<file path="src/rtl/music_player_ctrl.sv">
// music_player_ctrl: quarter-beat sequencer for the tone ROM with start/pause/stop and horn override.
// Define MUSIC_LOOP_EN to wrap the song back to beat 0 instead of ending with a done pulse.
module music_player_ctrl #(
   parameter int unsigned CLK_FREQ  = 100_000_000,
   parameter int unsigned BEAT_HZ   = 8,
   parameter logic [7:0]  LAST_BEAT = 8'd71,
   parameter logic [31:0] HORN_FREQ = 32'd880,
   parameter logic [31:0] SILENCE   = 32'd20000
) (
   input  logic        clk,
   input  logic        rst,
   input  logic        start,
   input  logic        pause,
   input  logic        stop,
   input  logic        horn,
   input  logic [31:0] tone_in,
   output logic [7:0]  beat_num,
   output logic [31:0] freq_out,
   output logic [1:0]  state_o,
   output logic        done
);

   localparam int unsigned TICK_DIV = CLK_FREQ / BEAT_HZ;
   localparam int unsigned TICK_W   = $clog2(TICK_DIV);
   localparam logic [TICK_W-1:0] TICK_LAST = TICK_W'(TICK_DIV - 1);

   typedef enum logic [1:0] {
      S_IDLE  = 2'b00,
      S_PLAY  = 2'b01,
      S_PAUSE = 2'b10,
      S_HORN  = 2'b11
   } state_t;

   state_t              state, state_nxt;
   state_t              saved, saved_nxt;
   logic [TICK_W-1:0]   tick_cnt, tick_nxt;
   logic [7:0]          beat_nxt;
   logic [31:0]         freq_nxt;
   logic                end_song;

   always_ff @(posedge clk) begin
      if (rst) begin
         state    <= S_IDLE;
         saved    <= S_IDLE;
         tick_cnt <= '0;
         beat_num <= '0;
         freq_out <= SILENCE;
         done     <= 1'b0;
      end else begin
         state    <= state_nxt;
         saved    <= saved_nxt;
         tick_cnt <= tick_nxt;
         beat_num <= beat_nxt;
         freq_out <= freq_nxt;
         done     <= end_song;
      end
   end

   // Horn preempts every music state; the interrupted state is restored when it drops.
   always_comb begin
      state_nxt = state;
      saved_nxt = saved;
      tick_nxt  = tick_cnt;
      beat_nxt  = beat_num;
      end_song  = 1'b0;
      if (state != S_HORN && horn) begin
         state_nxt = S_HORN;
         saved_nxt = state;
      end else if (state == S_HORN) begin
         if (!horn)
            state_nxt = saved;
      end else begin
         case (state)
            S_IDLE: begin
               if (start) begin
                  state_nxt = S_PLAY;
                  tick_nxt  = '0;
                  beat_nxt  = '0;
               end
            end
            S_PLAY: begin
               if (stop) begin
                  state_nxt = S_IDLE;
                  tick_nxt  = '0;
                  beat_nxt  = '0;
               end else if (pause) begin
                  state_nxt = S_PAUSE;
               end else if (tick_cnt == TICK_LAST) begin
                  tick_nxt = '0;
                  if (beat_num == LAST_BEAT) begin
                     beat_nxt = '0;
`ifdef MUSIC_LOOP_EN
                     state_nxt = S_PLAY;
`else
                     state_nxt = S_IDLE;
                     end_song  = 1'b1;
`endif
                  end else begin
                     beat_nxt = beat_num + 8'd1;
                  end
               end else begin
                  tick_nxt = tick_cnt + 1'b1;
               end
            end
            S_PAUSE: begin
               if (stop) begin
                  state_nxt = S_IDLE;
                  tick_nxt  = '0;
                  beat_nxt  = '0;
               end else if (start) begin
                  state_nxt = S_PLAY;
               end
            end
            default: state_nxt = S_IDLE;
         endcase
      end
   end

   // Frequency follows the next state so horn entry/exit switch the tone on the same edge.
   always_comb begin
      freq_nxt = SILENCE;
      case (state_nxt)
         S_PLAY:  freq_nxt = tone_in;
         S_HORN:  freq_nxt = HORN_FREQ;
         default: freq_nxt = SILENCE;
      endcase
   end

   assign state_o = state;

endmodule

</file>
<file path="config.mk">
export PLATFORM = sky130hd
export DESIGN_NAME = music_player_ctrl
export DESIGN_NICKNAME = d
export VERILOG_FILES = /design/src/rtl/music_player_ctrl.sv
export SDC_FILE = /design/constraint.sdc
export NUM_CORES = 1
export LEC_CHECK = 0
export CAP_MARGIN = 20
export CELL_PAD_IN_SITES_DETAIL_PLACEMENT = 1
export CELL_PAD_IN_SITES_GLOBAL_PLACEMENT = 1
export CORE_MARGIN = 10
export CORE_UTILIZATION = 38
export DETAILED_ROUTE_END_ITERATION = 8
export GPL_TIMING_DRIVEN = 0
export PLACE_DENSITY_LB_ADDON = 0.1
export RECOVER_POWER = 50
export SYNTH_ARGS = -nofsm -noshare
export SYNTH_HDL_FRONTEND = slang
export SYNTH_SLANG_ARGS = --single-unit
</file>
<file path="constraint.sdc">
create_clock -name clk -period 2.7 [get_ports clk]
set_input_delay 0.54 -clock clk [delete_from_list [all_inputs] [get_ports clk]]
set_output_delay 0.54 -clock clk [all_outputs]
set_load 0.05 [all_outputs]
</file>
After elaboration in Yosys (flattened, before gate mapping)
Index checks and enable logic that the tools add are counted.

storage, ports and cells
  flip-flop bits (word level) = 69
  input port bits = 38
  output and inout port bits = 43
  word-level logic and storage cells = 55

cells by class
  add/subtract/negate cells = 2
  eq/ne operators = 12
  muxes and demuxes = 25
  bitwise gates (word level) = 4
  reduce and logical (&&, ||, !) cells = 6

operators with widths
  cell                     number
  $mux W24                 5
  $pmux W24 S3             1
  $pmux W32 S2             1
  $mux W8                  6
  $add A24 B1 Y24 const B  1
  $eq A24 B24 Y1 const B   1
  $pmux W8 S3              1
  $mux W2                  9
  $add A8 B1 Y8 const B    1
  $eq A8 B7 Y1 const B     1
  $reduce_and A7 Y1        1
  $reduce_or A7 Y1         1
  $eq A2 B2 Y1 const B     3
  $ne A2 B2 Y1 const B     3
  $ne A3 B3 Y1 const B     2
  $pmux W2 S3              1
  $reduce_and A6 Y1        1
  $eq A2 B1 Y1 const B     2
  $not A1 Y1               4
  $reduce_bool A3 Y1       1
  $logic_not A2 Y1         1
  $logic_and A1 B1 Y1      1
  $mux W1                  1

Logic depth before layout (Yosys ltp)
Gate-level depths: netlist of run 1.

  depth in word-level cells = 10
  mapped depth = 8
  depth with buffers taken out = 6

Least setup slack after synthesis of run 1
No wires, ideal clock.

  path kind = flip-flop to flip-flop
  start = register beat_num[0]
  end = register freq_out[28]
  data arrival time = 2.026 ns
  data required time = 2.570 ns
  setup slack = 0.544 ns
  stages on the path, launching flop included = 8
  clock period less this slack = 2.156 ns
  path through = dfxtp_1 > ha_1 > nand4b_1 > nor4_1 > nand3_1 > a31oi_2 > buf_2 > nor3b_1

between the ends
  cells in the longest elaborated chain, start to end = 10
  elaborated cells on any way between the ends = 11
  those cells by class = 3 x eq/ne; 8 x mux

ends and longest elaborated chain
  element                                              RTL line  RTL
  from (decl)                                          17        output logic [7:0] beat_num,
  from (signal assigned)                               53        beat_num <= beat_nxt;
  $eq A8 B7 Y1 *                                       90        if (beat_num == LAST_BEAT) begin
  $mux W2 *                                            90
  $mux W2 *                                            88        end else if (tick_cnt == TICK_LAST) begin
  $mux W2 *                                            86        end else if (pause) begin
  $mux W2 *                                            82        if (stop) begin
  $pmux W2 S3 *                                        73        case (state)
  $mux W2 *                                            69        end else if (state == S_HORN) begin
  $mux W2 *                                            66        if (state != S_HORN && horn) begin
  $eq A2 B2 Y1 / $eq A2 B1 Y1 (equally long branches)  122       case (state_nxt)
  $pmux W32 S2 *                                       122
  to (signal assigned)                                 54        freq_out <= freq_nxt;
  to (decl)                                            18        output logic [31:0] freq_out,

Every way passes the cells marked *; elsewhere a longest branch is shown, timed or not.
A chain may end at the register's enable or synchronous reset.

Worst setup path after layout of run 1
  start = input port stop
  end = register beat_num[7]

between the ends
  cells in the longest elaborated chain, start to end = 2
  elaborated cells on any way between the ends = 6
  those cells by class = 3 x eq/ne; 2 x mux; 1 x reduce/logical

ends and longest elaborated chain
  element                                                            RTL line  RTL
  from (decl)                                                        14        input logic stop,
  $ne A3 B3 Y1 (no line) (tied with other cells)                     --
  $reduce_and A7 Y1 (no line) / $pmux W8 S3 (equally long branches)  --

Several ways; a longest one is shown, not always the timed one.

==> impl_results.md, run 1 <==
- Status: finished clean
- Max_slew headroom: 37.7%
- Slew @ Worst Pin: 928 ps
- Sequential area share after synthesis: 47.0%
- Final Instance Area: 4110 um2
- Top cell type's share of synthesized area: 47.0%
- Die Y-Extent: 108 um
- Area delta synth->final: 40.0%
- Initial antenna violation count: 0
- Crit-path cells: clkdlybuf4s50_1, nor2b_1, nor3_2, nand2_2, clkbuf_1, a21oi_1, a211oi_1
- Fmax: 0.412 GHz
- Number of global-route vias before repair: 2821
- RSZ-0062 raised after global routing: no
- CP Class: in -> reg
- Global-route wire length before repair: 15.0 mm
- Hold EP: tick_cnt[21]
- Rows: 31
- CTS H-tree lvls: 3
- Post-DP Area: 3850 um2
- PortBufs: ~80
- Hold_sp: tick_cnt[21]
- Count of cell types in the netlist: 47
- Post-layout util: a little under three fifths
- Worst hold stages: 2
- Post-Synthesis Cell Area: slightly below 3000 um2
- Max FO, Critical Path: 10
- DR vias/cell: 5.42
- Gpl congestion: 0.773
- Leakage: 0.00149 uW
- Fill count: 857
- Sw Ratio: 24.8%
- Power Dens Cells: 601 nW/um2
- Initial DRC count: 87
- Cts repair resizes: 0
- Wire per inst: roughly 18 um
- Final TNS setup: 0 ps
- Cell taking the most area after synthesis: dfxtp_1
- Clk_skew: 11.9 ps
- YS warnings: 0
- Setup crit start kind: input port
- Hold-fix buffers, CTS: 0
- Reg2Reg Depth: 7
- Reg-to-reg startpoint: beat_num[0]
- Final hold vios: 0
- Worst Hold Class: reg -> reg
- Final period util: 90.0%
- CTS tree: built
- Proportion of layout cells with a drive suffix above 1: 10.4%
- Starting Density: 39.8%
- Post-Route WL: 9.26 mm
- DRT Pass-1 Iters: 4
- Switch Pwr: 612 uW
- Non-filler cells, final: about 500
- Area taken by multi-input logic gates: 1440 um2
- Core region area: ~7400 um2
- Slowest CP cell: clkdlybuf4s50_1
- Hold_ws: 483 ps
- Detailed placement HPWL: 6.84 mm
- Max-slew violations: 0
- Clock Power Share: 43.8%
- Grt total ovfl: 0
- Register area: 1380 um2
- Die area: ~12000 um2
- # nets final: around 440
- Total CTS buffers: 9
- Diodes inserted: 0
- R2R setup slack: 340 ps
- Total internal power: 1860 uW
- Clk root buf: clkbuf_8
- Crit end category: flop
- CTS max path bufs: 2
- VDD IR-drop max: 0.411 mV
- MaxCap Viol Count: 0
- Mapped Cells: 307
- Die width: 108 um
- Tmin final: approximately 2400 ps
- Largest net degree at the start of global routing: 12
- CP arrival: 2630 ps
- Combinational power share: 13.4%
- Mapped Avg Cell Area: around 9.6 um2
- Synth top area cells: dfxtp_1 47%, nor3b_1 6.1%, nand3_1 3.6%
- Synth Register Bits: 69
- Post-Syn Nets: 347
- Post-CTS setup buffer count: 0
- Post-Place Cells: 485
- Setup violations, final: 0
- Flop pwr share: 42.8%
- Critical Path RT: roughly 2900 ps
- CTS Sinks: 69
- I/O pin cnt: 81
- Clk_lat worst skew: 340 ps
- DRC Markers: 0
- Antenna violation net count after detailed routing: 0
- Reg-to-Reg End: freq_out[24]
- Critical path's largest stage delay: 620 ps
- Vias: 2714
- All-Layer GR Usage: 16.1%
- Clock slew at reported path FFs: approximately 60 ps
==> cell usage in the layout, fill, tap and decap left out, types with 6 or more instances in the layout <==
master,count
a211oi_1,6
a21oi_1,19
buf_2,7
clkbuf_1,8
clkbuf_8,12
clkdlybuf4s50_1,35
dfxtp_1,69
dlygate4sd3_1,44
inv_1,8
nand2_1,11
nand3_1,21
nand4_1,9
nor2_1,18
nor3_1,6
nor3b_1,24
o21ai_0,10
o31ai_1,9
or3_1,9
or4_1,12
xor2_1,7
==> stage by stage <==
step	setup WS [ps]	total power, uW
3_5_place_dp	-29.3	1430
5_1_grt	85.6	2570
4_1_cts	283	2510
2_1_floorplan	544	1280
6_report	271	2470
3_3_place_gp	38.4	1420
==> routing by layer <==
metal  vias up  track usage (%)  share of wire, %
met5         -                0                 0
met4         0             5.15              0.96
met3        10             5.63               6.6
met2        53             26.6                51
met1      1340             19.0                41
li1       1311                -                 -
==> cell families (layout without fill, tap and decap cells) <==
kind of cell             count (synthesis)  count (layout)  share of synthesized area (%)
AND/OR/NAND/NOR                        145             145                           33.0
buffers and inverters                   24             119                           3.88
adder cells (fa/ha/maj)                  2               2                          0.852
XOR/XNOR                                10              10                           2.98
flip-flops                              69              69                           47.0
AO/OA/AOI/OAI                           57              57                           12.3
==> cells in the mapped netlist (all sizes together) <==
master,instances
a21oi,20
nor2,18
a211o,1
nor4,3
nand2,12
or3,9
nor3,8
dfxtp,69
nand3,23
and4bb,1
xor2,7
nor2b,5
nor3b,24
a211oi,6
or4,12
and3,5
nand4b,1
o31ai,9
o21ai,11
or4b,1
ha,2
nor4b,2
buf,9
inv,8
clkbuf,7
and4,3
a31oi,5
nand4,12
a21o,4
xnor2,3
and2,5
a31o,1
and4b,1
==> worst max path at each step <==
stage / cells past startpoint / endpoint / slack [ps] / startpoint
6_report: 7 / beat_num[7] / 270 / stop
2_1_floorplan: 7 / freq_out[28] / 540 / beat_num[0]
3_3_place_gp: 7 / beat_num[4] / 40 / stop
5_1_grt: 7 / beat_num[7] / 90 / stop
4_1_cts: 7 / beat_num[7] / 280 / stop
3_5_place_dp: 7 / beat_num[7] / -30 / stop
==> worst max-delay path: cells and delay by family <==
family / cells / cell delay (ps)
and+or+nand+nor: 3 / 600
buffers and inverters: 2 / 900
AOI/OAI and AO/OA: 2 / 590
==> cell type report <==
type,instances,share of cell area (%)
Buffer,16,2.04
Clock buffer,13,4.11
Clock inverter,3,2.19
Inverter,8,0.731
Multi-Input combinational cell,214,35.1
Sequential cell,69,33.6
Tap cell,99,3.01
Timing Repair Buffer,79,19.2
==> registers in the layout, summed over array words and instances (netlist names) <==
name	flops
freq_out	32
tick_cnt	24
beat_num	8
saved	2
state_o	2
done	1
==> power by group through the flow <==
stage | logic [uW] | clock network [uW] | registers, uW
after floorplan | 104 | 0 | 1180
after global placement | 338 | 0 | 1080
after detailed placement | 343 | 0 | 1080
after CTS | 346 | 1110 | 1060
after global routing | 358 | 1150 | 1060
final | 331 | 1080 | 1060
No activity file was read; power rests on OpenSTA's default activity.
==> inputs of run 2 (changes only) <==
--- a/config.mk
+++ b/config.mk
@@ -14,6 +14,7 @@
 export GPL_TIMING_DRIVEN = 0
 export PLACE_DENSITY_LB_ADDON = 0.1
 export RECOVER_POWER = 50
+export SKIP_LAST_GASP = 1
 export SYNTH_ARGS = -nofsm -noshare
 export SYNTH_HDL_FRONTEND = slang
 export SYNTH_SLANG_ARGS = --single-unit
==> results of run 2 <==
No change in the layout: final DEF, timing and power equal those of run 1.
